`src/rtl/hazard_tracker_pkg.sv`:
```
// ============================================================================
//  Module   : hazard_tracker_pkg
//  Purpose  : Shared types, select encodings and helpers for the hazard tracker.
//  Revision : 1.0
// ============================================================================
`default_nettype none

package hazard_tracker_pkg;

  localparam int REC_AW = 5;

  localparam logic [1:0] TUSE_NONE = 2'd3;

  localparam logic [1:0] FWD_RF = 2'd0;
  localparam logic [1:0] FWD_E  = 2'd1;
  localparam logic [1:0] FWD_M  = 2'd2;
  localparam logic [1:0] FWD_W  = 2'd3;

  // a3 is forced to 0 for non-writers so the record matches nothing
  typedef struct packed {
    logic [REC_AW-1:0] a3;
    logic [1:0]        tnew;
    logic [REC_AW-1:0] rs;
    logic [REC_AW-1:0] rt;
  } stage_rec_t;

  function automatic logic [1:0] satdec(input logic [1:0] x);
    return (x == 2'd0) ? 2'd0 : x - 2'd1;
  endfunction

endpackage

`default_nettype wire

```
`src/rtl/hazard_match.sv`:
```
// ============================================================================
//  Module   : hazard_match
//  Purpose  : Compares one source register against one in-flight stage record.
//  Revision : 1.0
// ============================================================================
`default_nettype none

module hazard_match
  import hazard_tracker_pkg::*;
#(
  parameter int REG_AW = REC_AW
) (
  input  logic [REG_AW-1:0] src,
  input  logic [REG_AW-1:0] a3,
  input  logic [1:0]        tnew,
  input  logic [1:0]        t_use,
  output logic              match,
  output logic              ready,
  output logic              late
);

  // $0 is hard-wired, so it never matches a producer
  assign match = (src != '0) && (a3 == src);
  assign ready = (tnew == 2'd0);
  assign late  = (tnew > t_use);

endmodule

`default_nettype wire

```
`src/rtl/hazard_tracker.sv`:
```
// ============================================================================
//  Module   : hazard_tracker
//  Purpose  : E/M/W destination scoreboard producing decode stall and bypass selects.
//  Revision : 1.0
// ============================================================================
`default_nettype none

module hazard_tracker
  import hazard_tracker_pkg::*;
#(
  parameter int         REG_AW    = REC_AW,
  parameter logic [1:0] TUSE_NONE = hazard_tracker_pkg::TUSE_NONE
) (
  input  logic              clk,
  input  logic              reset_n,
  input  logic [REG_AW-1:0] rs_d,
  input  logic [REG_AW-1:0] rt_d,
  input  logic [REG_AW-1:0] a3_d,
  input  logic              regwrite_d,
  input  logic [1:0]        t_use_rs_d,
  input  logic [1:0]        t_use_rt_d,
  input  logic [1:0]        t_new_d,
  output logic              stall,
  output logic [1:0]        fwd_rs_d,
  output logic [1:0]        fwd_rt_d,
  output logic [1:0]        fwd_rs_e,
  output logic [1:0]        fwd_rt_e,
  output logic              fwd_rt_m
);

  stage_rec_t r_e;
  stage_rec_t r_m;
  stage_rec_t r_w;

  logic              w_stall;
  logic [REG_AW-1:0] w_a3   [3];
  logic [1:0]        w_tnew [3];
  logic [REG_AW-1:0] w_d_src  [2];
  logic [1:0]        w_d_tuse [2];
  logic [REG_AW-1:0] w_e_src  [2];

  wire  [2:0]        w_d_hit  [2];
  wire  [2:0]        w_d_rdy  [2];
  wire  [2:0]        w_d_late [2];
  wire  [1:0]        w_e_hit  [2];
  wire  [1:0]        w_e_rdy  [2];
  wire  [1:0]        w_e_late [2];
  logic              w_m_hit;
  logic              w_m_rdy;
  logic              w_m_late;

  logic [1:0]        w_stall_src [2];
  logic [1:0]        w_fwd_d     [2];
  logic [1:0]        w_fwd_e     [2];

  always_ff @(posedge clk or negedge reset_n) begin
    if (!reset_n) begin
      r_e <= '0;
      r_m <= '0;
      r_w <= '0;
    end else begin
      if (w_stall) begin
        r_e <= '0;
      end else begin
        r_e.a3   <= regwrite_d ? a3_d : '0;
        r_e.tnew <= satdec(t_new_d);
        r_e.rs   <= rs_d;
        r_e.rt   <= rt_d;
      end
      r_m.a3   <= r_e.a3;
      r_m.tnew <= satdec(r_e.tnew);
      r_m.rs   <= r_e.rs;
      r_m.rt   <= r_e.rt;
      r_w.a3   <= r_m.a3;
      r_w.tnew <= satdec(r_m.tnew);
      r_w.rs   <= '0;
      r_w.rt   <= '0;
    end
  end

  assign w_a3[0]     = r_e.a3;
  assign w_a3[1]     = r_m.a3;
  assign w_a3[2]     = r_w.a3;
  assign w_tnew[0]   = r_e.tnew;
  assign w_tnew[1]   = r_m.tnew;
  assign w_tnew[2]   = r_w.tnew;
  assign w_d_src[0]  = rs_d;
  assign w_d_src[1]  = rt_d;
  assign w_d_tuse[0] = t_use_rs_d;
  assign w_d_tuse[1] = t_use_rt_d;
  assign w_e_src[0]  = r_e.rs;
  assign w_e_src[1]  = r_e.rt;

  // Decode sources against E (0), M (1) and W (2)
  generate
    for (genvar s = 0; s < 2; s++) begin : g_d_src
      for (genvar g = 0; g < 3; g++) begin : g_d_stg
        hazard_match #(.REG_AW(REG_AW)) u_match (
          .src   (w_d_src[s]),
          .a3    (w_a3[g]),
          .tnew  (w_tnew[g]),
          .t_use (w_d_tuse[s]),
          .match (w_d_hit[s][g]),
          .ready (w_d_rdy[s][g]),
          .late  (w_d_late[s][g])
        );
      end
    end

    // Execute sources against M (0) and W (1)
    for (genvar s = 0; s < 2; s++) begin : g_e_src
      for (genvar g = 0; g < 2; g++) begin : g_e_stg
        hazard_match #(.REG_AW(REG_AW)) u_match (
          .src   (w_e_src[s]),
          .a3    (w_a3[g+1]),
          .tnew  (w_tnew[g+1]),
          .t_use (2'd0),
          .match (w_e_hit[s][g]),
          .ready (w_e_rdy[s][g]),
          .late  (w_e_late[s][g])
        );
      end
    end
  endgenerate

  hazard_match #(.REG_AW(REG_AW)) u_match_m_rt (
    .src   (r_m.rt),
    .a3    (r_w.a3),
    .tnew  (r_w.tnew),
    .t_use (2'd0),
    .match (w_m_hit),
    .ready (w_m_rdy),
    .late  (w_m_late)
  );

  // A younger match that is not ready blocks older stages; stall covers it
  always_comb begin
    for (int s = 0; s < 2; s++) begin
      w_stall_src[s] = 2'd0;
      w_fwd_d[s]     = FWD_RF;
      w_fwd_e[s]     = FWD_RF;
      w_stall_src[s][0] = (w_d_tuse[s] != TUSE_NONE) &&
                          ((w_d_hit[s][0] && w_d_late[s][0]) ||
                           (w_d_hit[s][1] && w_d_late[s][1]));
      if (w_d_hit[s][0]) begin
        w_fwd_d[s] = w_d_rdy[s][0] ? FWD_E : FWD_RF;
      end else if (w_d_hit[s][1]) begin
        w_fwd_d[s] = w_d_rdy[s][1] ? FWD_M : FWD_RF;
      end else if (w_d_hit[s][2]) begin
        w_fwd_d[s] = FWD_W;
      end
      if (w_e_hit[s][0] && w_e_rdy[s][0]) begin
        w_fwd_e[s] = FWD_M;
      end else if (w_e_hit[s][1]) begin
        w_fwd_e[s] = FWD_W;
      end
    end
  end

  assign w_stall  = w_stall_src[0][0] | w_stall_src[1][0];
  assign stall    = w_stall;
  assign fwd_rs_d = w_fwd_d[0];
  assign fwd_rt_d = w_fwd_d[1];
  assign fwd_rs_e = w_fwd_e[0];
  assign fwd_rt_e = w_fwd_e[1];
  assign fwd_rt_m = w_m_hit;

  logic w_unused;
  assign w_unused = ^{w_d_rdy[0][2], w_d_rdy[1][2], w_d_late[0][2], w_d_late[1][2],
                      w_e_late[0], w_e_late[1], w_e_rdy[0][1], w_e_rdy[1][1],
                      w_m_rdy, w_m_late, r_m.rs, r_w.rs, r_w.rt,
                      w_stall_src[0][1], w_stall_src[1][1]};

endmodule

`default_nettype wire

```
`config.mk`:
```
export PLATFORM = sky130hd
export DESIGN_NAME = hazard_tracker
export DESIGN_NICKNAME = d
export VERILOG_FILES = /design/src/rtl/hazard_tracker_pkg.sv /design/src/rtl/hazard_match.sv /design/src/rtl/hazard_tracker.sv
export SDC_FILE = /design/constraint.sdc
export NUM_CORES = 1
export LEC_CHECK = 0
export CAP_MARGIN = 20
export CORE_UTILIZATION = 25
export CTS_CLUSTER_DIAMETER = 60
export CTS_CLUSTER_SIZE = 10
export DETAILED_ROUTE_END_ITERATION = 10
export DONT_BUFFER_PORTS = 1
export SYNTH_ARGS = -nofsm -noshare
export SYNTH_HDL_FRONTEND = slang
export SYNTH_SLANG_ARGS = --single-unit
```
`constraint.sdc`:
```
create_clock -name clk -period 2.33 [get_ports clk]
set_input_delay 0.466 -clock clk [delete_from_list [all_inputs] [get_ports clk]]
set_output_delay 0.466 -clock clk [all_outputs]
set_load 0.005 [all_outputs]
```
==> out/metrics.sh, run 1 <==
WORSTPATHREQUIRED_PS=1860
CLKSINKCOUNT=34
DIE_HEIGHT_UM=92.85
DRV_SLEW=0
CLOCK-ROOT-BUFFER='sky130_fd_sc_hd__clkbuf_8'
LAYOUT-AREA-OVERHEAD-VS-SYNTH_PCT=13.28
MULTI_INPUT_COMB_AREA_MM2=0.001191
STARTPOINT_TYPE='input port'
LAYOUT_COMMON_CELLS='38 x sky130_fd_sc_hd__xnor2_1, 31 x sky130_fd_sc_hd__dfrtp_1, 14 x sky130_fd_sc_hd__xor2_1'
CELLLEAKAGEPOWER_nW=0.9343
TIMING.CRITICAL_PATH.SLOWEST_STAGE_CELL='sky130_fd_sc_hd__or4_4'
SEQ_POWER_SHARE=0.509
CRITPATHKIND='in2out'
FF2FF_PATH_DEPTH=7
MAX-CAP-VIOLATIONS=0
POWER.DENSITY_mW_PER_MM2=577.8
DRTITER0DRC=63
GRT-OVFL-TOTAL=0
FINALWIRELENGTH_UM=4656
ANTENNA_VIOLATING_NETS_POST_ROUTE=0
CRITICAL_PATH.STARTPOINT='rt_d[0]'
RR_ENDPOINT='r_e[13]'
PLACEMENT_ROWS=32
UNREPAIRED_SETUP_ENDPOINTS_AFTER_GLOBAL_ROUTING='no'
FINAL-SEQ-AREA_UM2=854.6
CLOCKBUFFERDEPTH=2
DRT_FIRST_PASS_ITERS=4
REG2REG_FROM='r_e[11]'
DRC=0
HOLD_PATH.CLASS='in2async'
DETAILROUTE.VIA_COUNT=1391
FIRST_GLOBAL_VIAS=1528
TIMING.CRITICAL_PATH.TO='stall'
GRT_FIRST_PASS_WIRELENGTH_UM=7748
NETSWITCHINGFRACTION=0.2669
TRACK_USAGE=0.1190
FINAL.PERIOD_UTILIZATION=0.9646
FMAX_MHz=444.9
SHARE_COMB_OF_TOTAL_POWER=0.171
SYNTH.FF_LATCH_COUNT=34
POST_ROUTE_CELLS_DRIVE_ABOVE_1_SHARE=0.1471
TIMING_WORST_SLEW_PIN_VALUE_PS=371.5
VIAS_PER_CELL=4.546
SEQ_AREA_FRAC_SYNTH=0.4124
CTS_BUFFERS=5
PIN_COUNT=34
SETUP_VIOL=0
LAYOUT_COMMONEST_CELL='sky130_fd_sc_hd__xnor2_1'
MAX-SLEW-MARGIN-REL=0.7524
IO_BUFFERS=0
ANTENNA_FOUND_INITIAL=0
CLK_TRANSITION_REPORTED_PATHS_PS=70
SYNTH-WARNING-COUNT=0
POWER.SHARE.CLOCK=0.320
STATUS='finished, final reports clean'
START_UTIL=0.2629
P_SW_W=0.0003605
NETLIST-CELL-TYPE-COUNT=31
TIMING.CRITICAL_PATH.SLOWEST_CELL_DELAY_PS=540
FLOORPLAN.CORE_AREA_MM2=0.007848
LAYOUT.FILLER_CELLS=849
GRT_MAX_DEGREE=35
END_KIND='output port'
CP_MAX_FO=5
ROUTE.DETAILED.WL_PER_INST_UM=15.22
CTSHTREEMAXLEVEL=2
WORST_IR_DROP_VDD_uV=297.5
POSTSYNTHAREAPERCELL_UM2=10.16
MAPPEDNETLISTAREA_MM2=0.002063
INSERTEDDIODECOUNT=0
DIE-AREA_MM2=0.008620
SKEW_PS=7.720
CRITPATHARRIVALTIME_PS=1780
SYNTH.NET_COUNT=235
WORST_SKEW_PAIR_LATER_PIN_LATENCY_PS=280
POWER.INTERNAL_W=0.0009899
DIE_X_UM=92.85
PLACE_INST=296
GP_CONGESTION=0.8673
PLACE.DETAILED.HPWL_UM=3601
NUM-NETS-FINAL=235
SUM_NEG_SETUP_SLACK_PS=0
FINAL_HOLD_VIOL_COUNT=0
WORST-R2R-SETUP-SLACK_PS=430
POST-ROUTE-UTIL=0.2978
CELLS_AFTER_SYNTH=203
FIN_CELLS=306
WORSTPATHCELLLIST='or4_4 -> o211ai_1 -> nor3_2 -> nor4_4 -> inv_1'
FINAL_PERIOD_MINUS_WORST_SETUP_SLACK_PS=2248
TRITONCTS='built'
[sequential cells by signal (all words and copies together), names as in the netlist]
register and count:
r_e 17, r_w 5, r_m 12
[metal layers]
metal  wire length, um  vias to the layer above  track usage  share of wire
li1                  -                      689            -              -
met1              2092                      673       0.1435           0.45
met2              2265                       24       0.1998           0.49
met3               245                        5      0.03530          0.053
met4                53                        0      0.04231          0.011
met5                 0                        -            0              0
[worst max-delay path, delay by kind of cell]
kind | cells | cell delay, ps
and+or+nand+nor | 3 | 930
AOI/OAI and AO/OA | 1 | 280
buffers and inverters | 1 | 100
[worst min path at each step]
stage                  from      end  slack (ps)  cells past startpoint
CTS                 reset_n   r_e[4]           8                      1
detailed placement  reset_n  r_e[13]         170                      0
finish              reset_n   r_e[4]           7                      1
floorplan           reset_n   r_e[0]         170                      0
global route        reset_n   r_e[3]          10                      1
global placement    reset_n  r_m[16]         170                      0
[power groups by stage]
stage,Sequential (W),Clock (W),Combinational (W)
2_1_floorplan,0.000665,0,0.000194
4_1_cts,0.000686,0.000446,0.000224
5_1_grt,0.000693,0.000472,0.000263
6_report,0.000688,0.000432,0.000231
3_3_place_gp,0.000697,0,0.000197
3_5_place_dp,0.000697,0,0.000204
[cell families (layout without fill, tap and decap cells)]
group,after synthesis,after routing,synth area share
AO/OA/AOI/OAI,21,21,0.07520
buffers and inverters,19,20,0.03820
XOR/XNOR,52,52,0.2207
multiplexers,4,4,0.02062
flip-flops,34,34,0.4124
AND/OR/NAND/NOR,65,65,0.1844
adder cells (fa/ha/maj),8,8,0.04852
[stage by stage]
stage               setup slack, ps  power (W)  cell area [um^2]  hold slack, ps
CTS                           2.502   0.001357              2288           8.392
global route                  1.467   0.001428              2337           11.21
detailed placement            29.44  0.0009013              2157           171.7
floorplan                     20.98  0.0008590              2063           170.4
finish                        82.48   0.001350              2337           6.667
global placement              41.50  0.0008939              2157           172.0
[synthesized netlist by cell type]
cell / instances / share of area
sky130_fd_sc_hd__o22ai_1: 1 / 0.0030
sky130_fd_sc_hd__and3b_1: 1 / 0.0042
sky130_fd_sc_hd__ha_1: 8 / 0.049
sky130_fd_sc_hd__nand2_1: 4 / 0.0073
sky130_fd_sc_hd__o211ai_2: 2 / 0.012
sky130_fd_sc_hd__mux2_2: 2 / 0.011
sky130_fd_sc_hd__xnor2_1: 38 / 0.16
sky130_fd_sc_hd__a41o_1: 1 / 0.0049
sky130_fd_sc_hd__nand3_1: 4 / 0.0097
sky130_fd_sc_hd__nor2b_1: 7 / 0.021
sky130_fd_sc_hd__nor4_1: 5 / 0.015
sky130_fd_sc_hd__nor2_1: 11 / 0.020
sky130_fd_sc_hd__clkbuf_1: 9 / 0.016
sky130_fd_sc_hd__a21oi_1: 3 / 0.0073
sky130_fd_sc_hd__o211ai_1: 4 / 0.015
sky130_fd_sc_hd__buf_6: 1 / 0.0055
sky130_fd_sc_hd__nand4_1: 4 / 0.012
sky130_fd_sc_hd__xor2_1: 14 / 0.059
sky130_fd_sc_hd__nor3_1: 9 / 0.022
sky130_fd_sc_hd__a22oi_1: 4 / 0.015
sky130_fd_sc_hd__inv_1: 8 / 0.015
sky130_fd_sc_hd__o2111ai_1: 1 / 0.0042
sky130_fd_sc_hd__buf_1: 1 / 0.0018
sky130_fd_sc_hd__nor4_4: 1 / 0.010
sky130_fd_sc_hd__or4_4: 2 / 0.011
sky130_fd_sc_hd__and3_1: 6 / 0.018
sky130_fd_sc_hd__mux2i_1: 2 / 0.0097
sky130_fd_sc_hd__o21ai_0: 4 / 0.0097
sky130_fd_sc_hd__a21bo_2: 1 / 0.0049
sky130_fd_sc_hd__and2_1: 11 / 0.033
sky130_fd_sc_hd__dfrtp_1: 34 / 0.41
[final cells by class]
class	instances	share of cell area
clock buffers	7	0.03694
clock inverters	1	0.002141
inverters	8	0.01285
multi-input cells	150	0.5096
flip-flops and latches	34	0.3656
well taps	102	0.05460
repair buffers	4	0.01820
[what timing repair did]
| item | 4_1_cts | 5_1_grt |
|---|---|---|
| pin swaps | 1 | 3 |
| hold buffers | 1 | 0 |
| setup buffers | 1 | 0 |
| endpoints found under the hold margin | 34 | 0 |
| setup endpoints to repair | 1 | 4 |
| resized for setup | 3 | 12 |
(Power assumes the default switching activity.)
==> run 2, diff against run 1 <==
Settings changed: CORE_ASPECT_RATIO set to 2.
==> out/metrics.sh, run 2 (synthesis results as in run 1) <==
STATUS='finished, final reports clean'  # unchanged
WORST-R2R-SETUP-SLACK_PS=410  # was 430 ps
LAYOUT_COMMON_CELLS='38 x sky130_fd_sc_hd__xnor2_1, 31 x sky130_fd_sc_hd__dfrtp_1, 14 x sky130_fd_sc_hd__xor2_1'  # unchanged
END_KIND='output port'  # unchanged
HOLD_PATH.CLASS='in2async'  # unchanged
POWER.DENSITY_mW_PER_MM2=696.5  # was 577.8 mW/mm^2
SEQ_POWER_SHARE=0.408  # was 0.509
POWER.SHARE.CLOCK=0.454  # was 0.320
DRT_FIRST_PASS_ITERS=4  # unchanged
DIE-AREA_MM2=0.008642  # was 0.008620 mm^2
REGISTERS.TOP_BY_FF_COUNT='r_e'  # unchanged
MAX-CAP-VIOLATIONS=0  # unchanged
FINAL.PERIOD_UTILIZATION=0.9763  # was 0.9646
SUM_NEG_SETUP_SLACK_PS=0  # unchanged
PLACE.DETAILED.HPWL_UM=3959  # was 3601 um
CLK_TRANSITION_REPORTED_PATHS_PS=50  # was 70 ps
LAYOUT_COMMONEST_CELL='sky130_fd_sc_hd__xnor2_1'  # unchanged
SETUP_VIOL=0  # unchanged
LAYOUT.FILLER_CELLS=827  # was 849
CLOCKBUFFERDEPTH=2  # unchanged
START_UTIL=0.2598  # was 0.2629
POWER.INTERNAL_W=0.001282  # was 0.0009899 W
PLACED_AREA_MM2=0.002150  # was 0.002157 mm^2
TRITONCTS='built'  # unchanged
REG.LARGEST.LIST='r_e: 17 flops, r_m: 12 flops, r_w: 5 flops'  # unchanged
TIMING_WORST_SLEW_PIN_VALUE_PS=366.7  # was 371.5 ps
TRACK_USAGE=0.1301  # was 0.1190
UNREPAIRED_SETUP_ENDPOINTS_AFTER_GLOBAL_ROUTING='yes'  # was no
DRV_SLEW=0  # unchanged
IO_BUFFERS=0  # unchanged
MAX-SLEW-MARGIN-REL=0.7533  # was 0.7524
WORSTPATHREQUIRED_PS=1860  # about the same
CLOCK-ROOT-BUFFER='sky130_fd_sc_hd__clkbuf_16'  # was sky130_fd_sc_hd__clkbuf_8
SHARE_COMB_OF_TOTAL_POWER=0.138  # was 0.171
CRITPATHKIND='in2out'  # unchanged
ANTENNA_FOUND_INITIAL=0  # unchanged
CTS_BUFFERS=5  # unchanged
CRITPATHARRIVALTIME_PS=1810  # was 1780 ps
P_SW_W=0.0004072  # was 0.0003605 W
POST-ROUTE-UTIL=0.3053  # was 0.2978
FIRST_GLOBAL_VIAS=1570  # was 1528
CLKSINKCOUNT=34  # unchanged
CP_MAX_FO=5  # unchanged
PIN_COUNT=34  # unchanged
POST_ROUTE_CELLS_DRIVE_ABOVE_1_SHARE=0.1569  # was 0.1471
CTSHTREEMAXLEVEL=2  # unchanged
WORST_SKEW_PAIR_LATER_PIN_LATENCY_PS=280  # about the same
NUM-NETS-FINAL=236  # was 235
FINAL_HOLD_VIOL_COUNT=0  # unchanged
CRITICAL_PATH.STARTPOINT='rt_d[0]'  # unchanged
GRT_FIRST_PASS_WIRELENGTH_UM=7852  # was 7748 um
FLOORPLAN.CORE_AREA_MM2=0.007943  # was 0.007848 mm^2
REG2REG_FROM='r_e[11]'  # unchanged
GRT_MAX_DEGREE=35  # unchanged
POST-ROUTE-WORST-SETUP-SLACK_PS=55.24  # was 82.48 ps
PLACEMENT_ROWS=46  # was 32
FINALWIRELENGTH_UM=4979  # was 4656 um
DRC=0  # unchanged
FINAL_PERIOD_MINUS_WORST_SETUP_SLACK_PS=2275  # was 2248 ps
STARTPOINT_TYPE='input port'  # unchanged
DETAILEDPLACE.WORSTSLACK_PS=60.11  # was 29.44 ps
ANTENNA_VIOLATING_NETS_POST_ROUTE=0  # unchanged
INSERTEDDIODECOUNT=0  # unchanged
WORST_IR_DROP_VDD_uV=391.7  # was 297.5 uV
DETAILROUTE.VIA_COUNT=1446  # was 1391
WORST_HOLD_SLACK_PS=13.11  # was 6.667 ps
SKEW_PS=4.143  # was 7.720 ps
RR_ENDPOINT='r_e[14]'  # was r_e[13]
LAYOUT-AREA-OVERHEAD-VS-SYNTH_PCT=17.53  # was 13.28%
LARGEST_REGISTER_FF_COUNT=17  # unchanged
GP_CONGESTION=0.8516  # was 0.8673
GRT-OVFL-TOTAL=0  # unchanged
ROUTE.DETAILED.WL_PER_INST_UM=16.60  # was 15.22 um
CELLLEAKAGEPOWER_nW=0.9737  # was 0.9343 nW
DRTITER0DRC=28  # was 63
VIAS_PER_CELL=4.820  # was 4.546
TIMING.CRITICAL_PATH.TO='stall'  # unchanged
DIE_HEIGHT_UM=130.5  # was 92.85 um
NETSWITCHINGFRACTION=0.2411  # was 0.2669
DESIGN_AREA_MM2=0.002425  # was 0.002337 mm^2
FMAX_MHz=439.6  # was 444.9 MHz
DIE_X_UM=66.24  # was 92.85 um
FF2FF_PATH_DEPTH=7  # unchanged
## run 2: through the flow
stage / total power, W / cells
after floorplan: 0.0008590 / 203
after global placement: 0.0008965 / 290
after detailed placement: 0.0009014 / 290
after CTS: 0.001696 / 300
after global routing: 0.001762 / 300
final: 0.001689 / 300
## run 2: what timing repair did
action,in CTS,in global routing
endpoints found under the hold margin,34,0
gates cloned,0,0
pin swaps,1,4
resized for setup,4,12
setup buffers,2,0
setup endpoints to repair,1,4
hold buffers,1,0
## run 2: per-layer routing
| layer | global-route usage | vias up | part of all wire |
|---|---|---|---|
| met4 | 0.1114 | 0 | 0.060 |
| met2 | 0.2377 | 47 | 0.57 |
| met1 | 0.1053 | 685 | 0.30 |
| met3 | 0.04514 | 24 | 0.073 |
| met5 | 0 | - | 0 |
| li1 | - | 690 | - |
## run 2: power by group through the flow
stage / clock, W / sequential, W / combinational, W
after global routing: 0.000805 / 0.000695 / 0.000262
after floorplan: 0 / 0.000665 / 0.000194
after detailed placement: 0 / 0.000700 / 0.000202
after global placement: 0 / 0.000699 / 0.000197
after CTS: 0.000783 / 0.000689 / 0.000224
final: 0.000767 / 0.000689 / 0.000233
## run 2: final cells by class
cell class                 count  area, um^2  share of cell area
clock buffer                   6       138.9             0.05728
clock inverter                 1       30.03             0.01238
inverter                       8       30.03             0.01238
multi-input combinational    150        1201              0.4954
sequential                    34       854.6              0.3524
tap                           96       120.1             0.04954
timing repair buffer           5       50.05             0.02064
## run 2: worst min-delay path by stage
stage	slack [ps]	from	end	depth (start not counted)
2_1_floorplan	170	reset_n	r_e[0]	0
3_3_place_gp	170	reset_n	r_m[4]	0
3_5_place_dp	170	reset_n	r_m[4]	0
4_1_cts	20	reset_n	r_m[4]	1
5_1_grt	20	reset_n	r_m[4]	1
6_report	10	reset_n	r_m[4]	1
## run 2: worst max-delay path: stages
cell	delay [ps]
sky130_fd_sc_hd__or4_4	540
sky130_fd_sc_hd__o211ai_1	270
sky130_fd_sc_hd__nor3_2	100
sky130_fd_sc_hd__nor4_4	330
sky130_fd_sc_hd__inv_1	100
